`src/rtl/cpu_mem_pkg.sv`:
```
// Purpose : shared types and default sizing for the core's data memory bank.
// Latency : n/a (types and constants only).
// Backpressure : n/a.
// Contents: mem_state_t (INIT sweep / IDLE service) and the core's default geometry.
package cpu_mem_pkg;

    localparam int CPU_DATA_W = 8;
    localparam int CPU_DEPTH  = 16;
    localparam int CPU_ADDR_W = 4;

    typedef enum logic {
        INIT = 1'b0,
        IDLE = 1'b1
    } mem_state_t;

endpackage

```
`src/rtl/mem_array.sv`:
```
// Purpose : DEPTH x WIDTH storage, one synchronous write port, one synchronous read port, no reset.
// Latency : read data registered, valid the cycle after i_rd_en; write lands at the same edge.
// Backpressure : none; both ports accept every cycle.
// Ports: i_clk; i_wr_en/i_wr_addr/i_wr_dat write port; i_rd_en/i_rd_addr read request; o_rd_dat read register.
module mem_array #(
    parameter int WIDTH  = 8,
    parameter int DEPTH  = 16,
    parameter int ADDR_W = 4
) (
    input  logic              i_clk,
    input  logic              i_wr_en,
    input  logic [ADDR_W-1:0] i_wr_addr,
    input  logic [WIDTH-1:0]  i_wr_dat,
    input  logic              i_rd_en,
    input  logic [ADDR_W-1:0] i_rd_addr,
    output logic [WIDTH-1:0]  o_rd_dat
);

    logic [WIDTH-1:0] r_mem [DEPTH];
    logic [WIDTH-1:0] r_rd_dat;

    // Callers only present in-range addresses on either port.
    always_ff @(posedge i_clk) begin
        if (i_wr_en) begin
            r_mem[i_wr_addr] <= i_wr_dat;
        end
        if (i_rd_en) begin
            r_rd_dat <= r_mem[i_rd_addr];
        end
    end

    assign o_rd_dat = r_rd_dat;

endmodule

```
`src/rtl/data_mem_bank.sv`:
```
// Purpose : data memory for the core: valid/ready request port, zero-fill sweep, range/parity error.
// Latency : reads respond 1 cycle after accept; writes commit at the accept edge; errors flag 1 cycle later.
// Backpressure : req_ready low during the sweep and on a clear_in cycle; responses cannot be stalled.
// Ports: clka, restart_n (async, active low), clear_in, req_valid/req_ready/req_write/addr_in/wdata_in,
//        rsp_valid/data_out/err_out, busy_out.
// Build option PARITY_EN: adds an even-parity bit per word, parity error on read, and port par_inject_in.
module data_mem_bank
    import cpu_mem_pkg::*;
#(
    parameter int DATA_W = CPU_DATA_W,
    parameter int DEPTH  = CPU_DEPTH,
    parameter int ADDR_W = CPU_ADDR_W
) (
    input  logic              clka,
    input  logic              restart_n,
    input  logic              clear_in,
    input  logic              req_valid,
    output logic              req_ready,
    input  logic              req_write,
    input  logic [ADDR_W-1:0] addr_in,
    input  logic [DATA_W-1:0] wdata_in,
`ifdef PARITY_EN
    input  logic              par_inject_in,
`endif
    output logic              rsp_valid,
    output logic [DATA_W-1:0] data_out,
    output logic              err_out,
    output logic              busy_out
);

`ifdef PARITY_EN
    localparam int PAR_W = 1;
`else
    localparam int PAR_W = 0;
`endif
    localparam int MEM_W = DATA_W + PAR_W;

    // One extra bit so DEPTH == 2**ADDR_W is representable in the range compare.
    localparam logic [ADDR_W:0]   DEPTH_L  = (ADDR_W + 1)'(DEPTH);
    localparam logic [ADDR_W-1:0] LAST_PTR = ADDR_W'(DEPTH - 1);

    mem_state_t        r_state;
    mem_state_t        w_state_nxt;
    logic [ADDR_W-1:0] r_ptr;
    logic [ADDR_W-1:0] w_ptr_nxt;

    logic              w_accept;
    logic              w_in_range;
    logic              w_sweep;
    logic              w_wr_en;
    logic [ADDR_W-1:0] w_wr_addr;
    logic [MEM_W-1:0]  w_wr_dat;
    logic              w_rd_en;
    logic [MEM_W-1:0]  w_rd_dat;
    logic [DATA_W-1:0] w_rsp_dat;
    logic              w_par_err;

    logic              r_rsp_vld;
    logic              r_rng_err;
    logic [DATA_W-1:0] r_hold_dat;

    always_ff @(posedge clka or negedge restart_n) begin
        if (!restart_n) begin
            r_state <= INIT;
            r_ptr   <= '0;
        end else begin
            r_state <= w_state_nxt;
            r_ptr   <= w_ptr_nxt;
        end
    end

    // The sweep writes word[r_ptr] every INIT cycle, so DEPTH cycles clear the whole array.
    always_comb begin
        w_state_nxt = r_state;
        w_ptr_nxt   = r_ptr;
        busy_out    = 1'b0;
        req_ready   = 1'b0;
        case (r_state)
            INIT: begin
                busy_out = 1'b1;
                if (clear_in) begin
                    w_ptr_nxt = '0;
                end else if (r_ptr == LAST_PTR) begin
                    w_state_nxt = IDLE;
                    w_ptr_nxt   = '0;
                end else begin
                    w_ptr_nxt = r_ptr + ADDR_W'(1);
                end
            end
            IDLE: begin
                req_ready = ~clear_in;
                if (clear_in) begin
                    w_state_nxt = INIT;
                    w_ptr_nxt   = '0;
                end
            end
            default: begin
                w_state_nxt = INIT;
                w_ptr_nxt   = '0;
            end
        endcase
    end

    assign w_accept   = req_valid & req_ready;
    assign w_in_range = ({1'b0, addr_in} < DEPTH_L);
    assign w_sweep    = (r_state == INIT);

    // Requests are never accepted during the sweep, so the write port has a single owner per cycle.
    assign w_wr_en   = w_sweep | (w_accept & req_write & w_in_range);
    assign w_wr_addr = w_sweep ? r_ptr : addr_in;
    assign w_rd_en   = w_accept & ~req_write & w_in_range;

`ifdef PARITY_EN
    // Stored bit makes the word even parity; the inject hook flips it to fake a corrupted cell.
    assign w_wr_dat  = w_sweep ? '0 : {(^wdata_in) ^ par_inject_in, wdata_in};
    assign w_par_err = r_rsp_vld & ~r_rng_err & (^w_rd_dat);
`else
    assign w_wr_dat  = w_sweep ? '0 : wdata_in;
    assign w_par_err = 1'b0;
`endif

    mem_array #(
        .WIDTH  (MEM_W),
        .DEPTH  (DEPTH),
        .ADDR_W (ADDR_W)
    ) u_mem_array (
        .i_clk     (clka),
        .i_wr_en   (w_wr_en),
        .i_wr_addr (w_wr_addr),
        .i_wr_dat  (w_wr_dat),
        .i_rd_en   (w_rd_en),
        .i_rd_addr (addr_in),
        .o_rd_dat  (w_rd_dat)
    );

    // r_rng_err covers both request kinds: with r_rsp_vld it is a read error, alone a dropped write.
    always_ff @(posedge clka or negedge restart_n) begin
        if (!restart_n) begin
            r_rsp_vld  <= 1'b0;
            r_rng_err  <= 1'b0;
            r_hold_dat <= '0;
        end else begin
            r_rsp_vld <= w_accept & ~req_write;
            r_rng_err <= w_accept & ~w_in_range;
            if (r_rsp_vld) begin
                r_hold_dat <= w_rsp_dat;
            end
        end
    end

    // Array read register is unreset and not loaded for out-of-range reads, hence the mask and hold copy.
    assign w_rsp_dat = r_rng_err ? '0 : w_rd_dat[DATA_W-1:0];
    assign rsp_valid = r_rsp_vld;
    assign data_out  = r_rsp_vld ? w_rsp_dat : r_hold_dat;
    assign err_out   = r_rng_err | w_par_err;

endmodule

```
`config.mk`:
```
export PLATFORM = sky130hd
export DESIGN_NAME = data_mem_bank
export DESIGN_NICKNAME = d
export VERILOG_FILES = /design/src/rtl/cpu_mem_pkg.sv /design/src/rtl/mem_array.sv /design/src/rtl/data_mem_bank.sv
export SDC_FILE = /design/constraint.sdc
export NUM_CORES = 1
export LEC_CHECK = 0
export CORE_ASPECT_RATIO = 0.8
export CORE_MARGIN = 2
export CORE_UTILIZATION = 58
export DETAILED_ROUTE_END_ITERATION = 10
export PLACE_DENSITY_LB_ADDON = 0.1
export SKIP_LAST_GASP = 1
export SLEW_MARGIN = 20
export SYNTH_ARGS = -nofsm -noshare
export SYNTH_HDL_FRONTEND = slang
export SYNTH_SLANG_ARGS = --single-unit
```
`constraint.sdc`:
```
create_clock -name clka -period 2.3 [get_ports clka]
set_input_delay 0.46 -clock clka [delete_from_list [all_inputs] [get_ports clka]]
set_output_delay 0.46 -clock clka [all_outputs]
set_load 0.01 [all_outputs]
```
==> flow_summary.ini, run 1 <==
[status]
outcome = completed

[clock_tree]
cts-root-buf = clkbuf_16
clock-sinks = 150
path_clk_slew_ns = 0.06
worstSkewPairLatency_ns = 0.42
cts_tree = built
hold_buffers = 0
cts-htree-levels = 4
cts_setup_buffers = 0
cts_buffers = 17
cts_buffer_depth = 2

[die]
core_area_um2 = 10160
row_count = 33
die-area_um2 = 11200
start_util = 0.5918
dieHeight_um = 95.06
die_w_um = 117.8
ios = 29

[logic_synthesis]
netlist_instances = 322
synth-seq-cells = 150
yosysUniqueCellTypes = 39
synth_area_leaders = edfxtp_1, mux2_2, dfrtp_1
synthArstFlopShare = 0.09333
syn_avg_cell_area_um2 = 18.67
synth_ff_type = edfxtp_1
syn_area_um2 = 6011
synth_largest_area_cell = edfxtp_1
synth_fp_nets = 340
yosysSeqAreaShare = 0.7377
post-synth-top-area-fraction = 0.6794
synth_edf_count = 136
yosys_warnings = 0

[placement]
place_hpwl_mm = 8.561
gp_congestion = 0.8578
portBuffers = 27
dp_slack_ns = -0.2024

[critical_path]
crit_required_ns = 1.84
reg2reg_to = u_mem_array.r_mem[9][0]
reg2reg_slack_ns = 0.21
path_depth = 3
timing.rr.start = r_state
crit_path_start_kind = flop
crit_arrival_ns = 1.78
path_buf_inv = 2
cpMaxStageDelayCell = clkdlybuf4s50_1
worstRegToRegCells = 4
slowest_delay_ns = 0.53
startpoint = r_state
path_class = reg2out
cp_max_fo = 9
crit_path_end_kind = primary output
crit_path_end = req_ready
path_delay_family = buffers and inverters
worstPathCellList = inv_2 -> nor2_1 -> clkdlybuf4s50_1

[timing]
fmax_mhz = 446.4
grt_setup_unrepaired = no
finalSetupViolations = 0
timing_hold_violations_final = 0
setup_slack_ns = 0.05992
maxSlewViolCount = 0
clock-skew-final_ns = 0.006164
fin_crit_ns = 2.240
period_share = 0.9739
tightest_slew_ns = 0.7886
slew_headroom = 0.4723

[routing]
antenna_left = 0
drc = 0
wl_per_cell_um = 24.01
wirelength_mm = 13.04
vias_per_cell = 6.041
drt-initial-drc-count = 363
num_vias = 3280
drt_first_pass_iters = 5

[final_layout]
drive_gt1_frac = 0.3251
antenna_cells = 0
area_delta_synth_final_pct = 20.61
nets = 408
utilization = 0.7137

[power_and_ir_drop]
power_mw = 6.102
leakage_nw = 2.478
ir_worst_vdd_v = 0.0006996
p_per_area_nw_per_um2 = 841.7

[global_route]
grt_overflow = 0
antenna_found_initial = 0
grt_pass1_vias = 3265
track_usage = 0.2532
grt_max_degree = 43
grt_first_pass_wirelength_mm = 19.84

[hold_path]
min_path_type = in2async

[job]
maxCapViolCount = 0
cell type report:
type | instances | area (um2)
flip-flops and latches | 150 | 4436
fillers | 663 | 2908
multi-input cells | 150 | 1461
repair buffers | 68 | 585.6
clock buffers | 17 | 425.4
well taps | 140 | 175.2
clock inverters | 15 | 155.1
inverters | 3 | 11.26
kinds of logic (layout without fill, tap and decap cells):
family	Yosys count	count (layout)	share of synthesized area
adders and majority gates	1	1	0.002081
DFF	150	150	0.7377
buffers and inverters	22	103	0.02019
muxes	68	68	0.1584
xor gates and xnor gates	1	1	0.001457
other	1	1	0.0006239
AOI/OAI and AO/OA	35	35	0.03997
and+or+nand+nor	44	44	0.03955
sequential cells by signal (all words and copies together), names as in the netlist:
| name | count |
|---|---|
| r_ptr | 4 |
| r_hold_dat | 8 |
| r_state | 1 |
| u_mem_array.o_rd_dat | 8 |
| rsp_valid | 1 |
| u_mem_array.r_mem | 128 |
worst register-to-register path: cells and delay by family (launching register included):
| kind | cells | cell delay [ns] |
|---|---|---|
| flip-flops | 1 | 0.49 |
| buffers and inverters | 1 | 0.22 |
| AO/OA/AOI/OAI | 1 | 0.12 |
| AND/OR/NAND/NOR | 2 | 0.88 |
power by group:
part / internal, mW / switching, mW
Combinational: 0.171 / 0.178
Sequential: 3.01 / 0.0267
Clock: 1.60 / 1.11
how the worst min path moves through the flow:
stage / end / cells after the start / slack (ns)
floorplan: r_hold_dat[0] / 0 / 0.16
global placement: r_hold_dat[2] / 1 / 0.48
detailed placement: r_hold_dat[5] / 1 / 0.49
CTS: r_hold_dat[7] / 1 / 0.45
global route: r_ptr[2] / 1 / 0.49
finish: r_hold_dat[3] / 1 / 0.45
cells in the final DEF (no fill, tap or decap), types with 2 or more instances in the layout:
| cell | netlist | final |
|---|---|---|
| a21oi_1 | 4 | 4 |
| mux2_2 | 42 | 42 |
| o211ai_1 | 2 | 2 |
| mux2i_1 | 10 | 10 |
| nand3_1 | 2 | 2 |
| nor2_1 | 13 | 13 |
| clkinv_4 | 0 | 3 |
| clkdlybuf4s50_1 | 0 | 26 |
| edfxtp_1 | 136 | 136 |
| bufinv_16 | 0 | 2 |
| dfrtp_1 | 14 | 13 |
| clkinvlp_4 | 0 | 3 |
| nor3_1 | 9 | 9 |
| clkinv_2 | 0 | 2 |
| nand2b_1 | 2 | 2 |
| inv_2 | 2 | 2 |
| mux4_2 | 11 | 11 |
| a31oi_1 | 2 | 2 |
| and2_1 | 9 | 9 |
| o22ai_1 | 16 | 16 |
| clkinv_1 | 0 | 2 |
| o221ai_1 | 8 | 8 |
| inv_6 | 0 | 2 |
| buf_4 | 1 | 40 |
| clkbuf_16 | 0 | 17 |
| mux4_1 | 5 | 5 |
synthesized netlist by cell type, types with 2 or more instances:
master    count
a21oi_1       4
a31oi_1       2
and2_1        9
buf_1         2
buf_2         9
clkbuf_1      5
dfrtp_1      14
edfxtp_1    136
inv_2         2
mux2_2       42
mux2i_1      10
mux4_1        5
mux4_2       11
nand2b_1      2
nand3_1       2
nor2_1       13
nor3_1        9
o211ai_1      2
o221ai_1      8
o22ai_1      16
metal layers:
layer	vias to the layer above	global-route usage	wire, um
li1	1436	-	-
met1	1687	0.3621	5875
met2	142	0.3794	5972
met3	15	0.08852	1057
met4	0	0.06325	133
met5	-	0	0
what timing repair did:
action | in CTS | in global routing
hold endpoints to repair | 0 | 0
endpoints found under the setup margin | 8 | 0
gates resized for setup | 1 | 0
stage by stage:
step                      cell area (um2)  TNS, ns  hold slack (ns)  instances
after detailed placement             6668   -3.657           0.4888        511
after CTS                            7249        0           0.4527        543
after floorplan                      6011        0           0.1644        322
after global placement               6668   -2.739           0.4820        511
final                                7249        0           0.4456        543
after global routing                 7249        0           0.4906        543
No activity file was read; power rests on OpenSTA's default activity.
==> run 2, diff against run 1 <==
--- a/config.mk
+++ b/config.mk
@@ -9,6 +9,7 @@
 export CORE_MARGIN = 2
 export CORE_UTILIZATION = 58
 export DETAILED_ROUTE_END_ITERATION = 10
+export GPL_ROUTABILITY_DRIVEN = 0
 export PLACE_DENSITY_LB_ADDON = 0.1
 export SKIP_LAST_GASP = 1
 export SLEW_MARGIN = 20
==> results of run 2 <==
No change in the layout: final DEF, timing and power equal those of run 1.
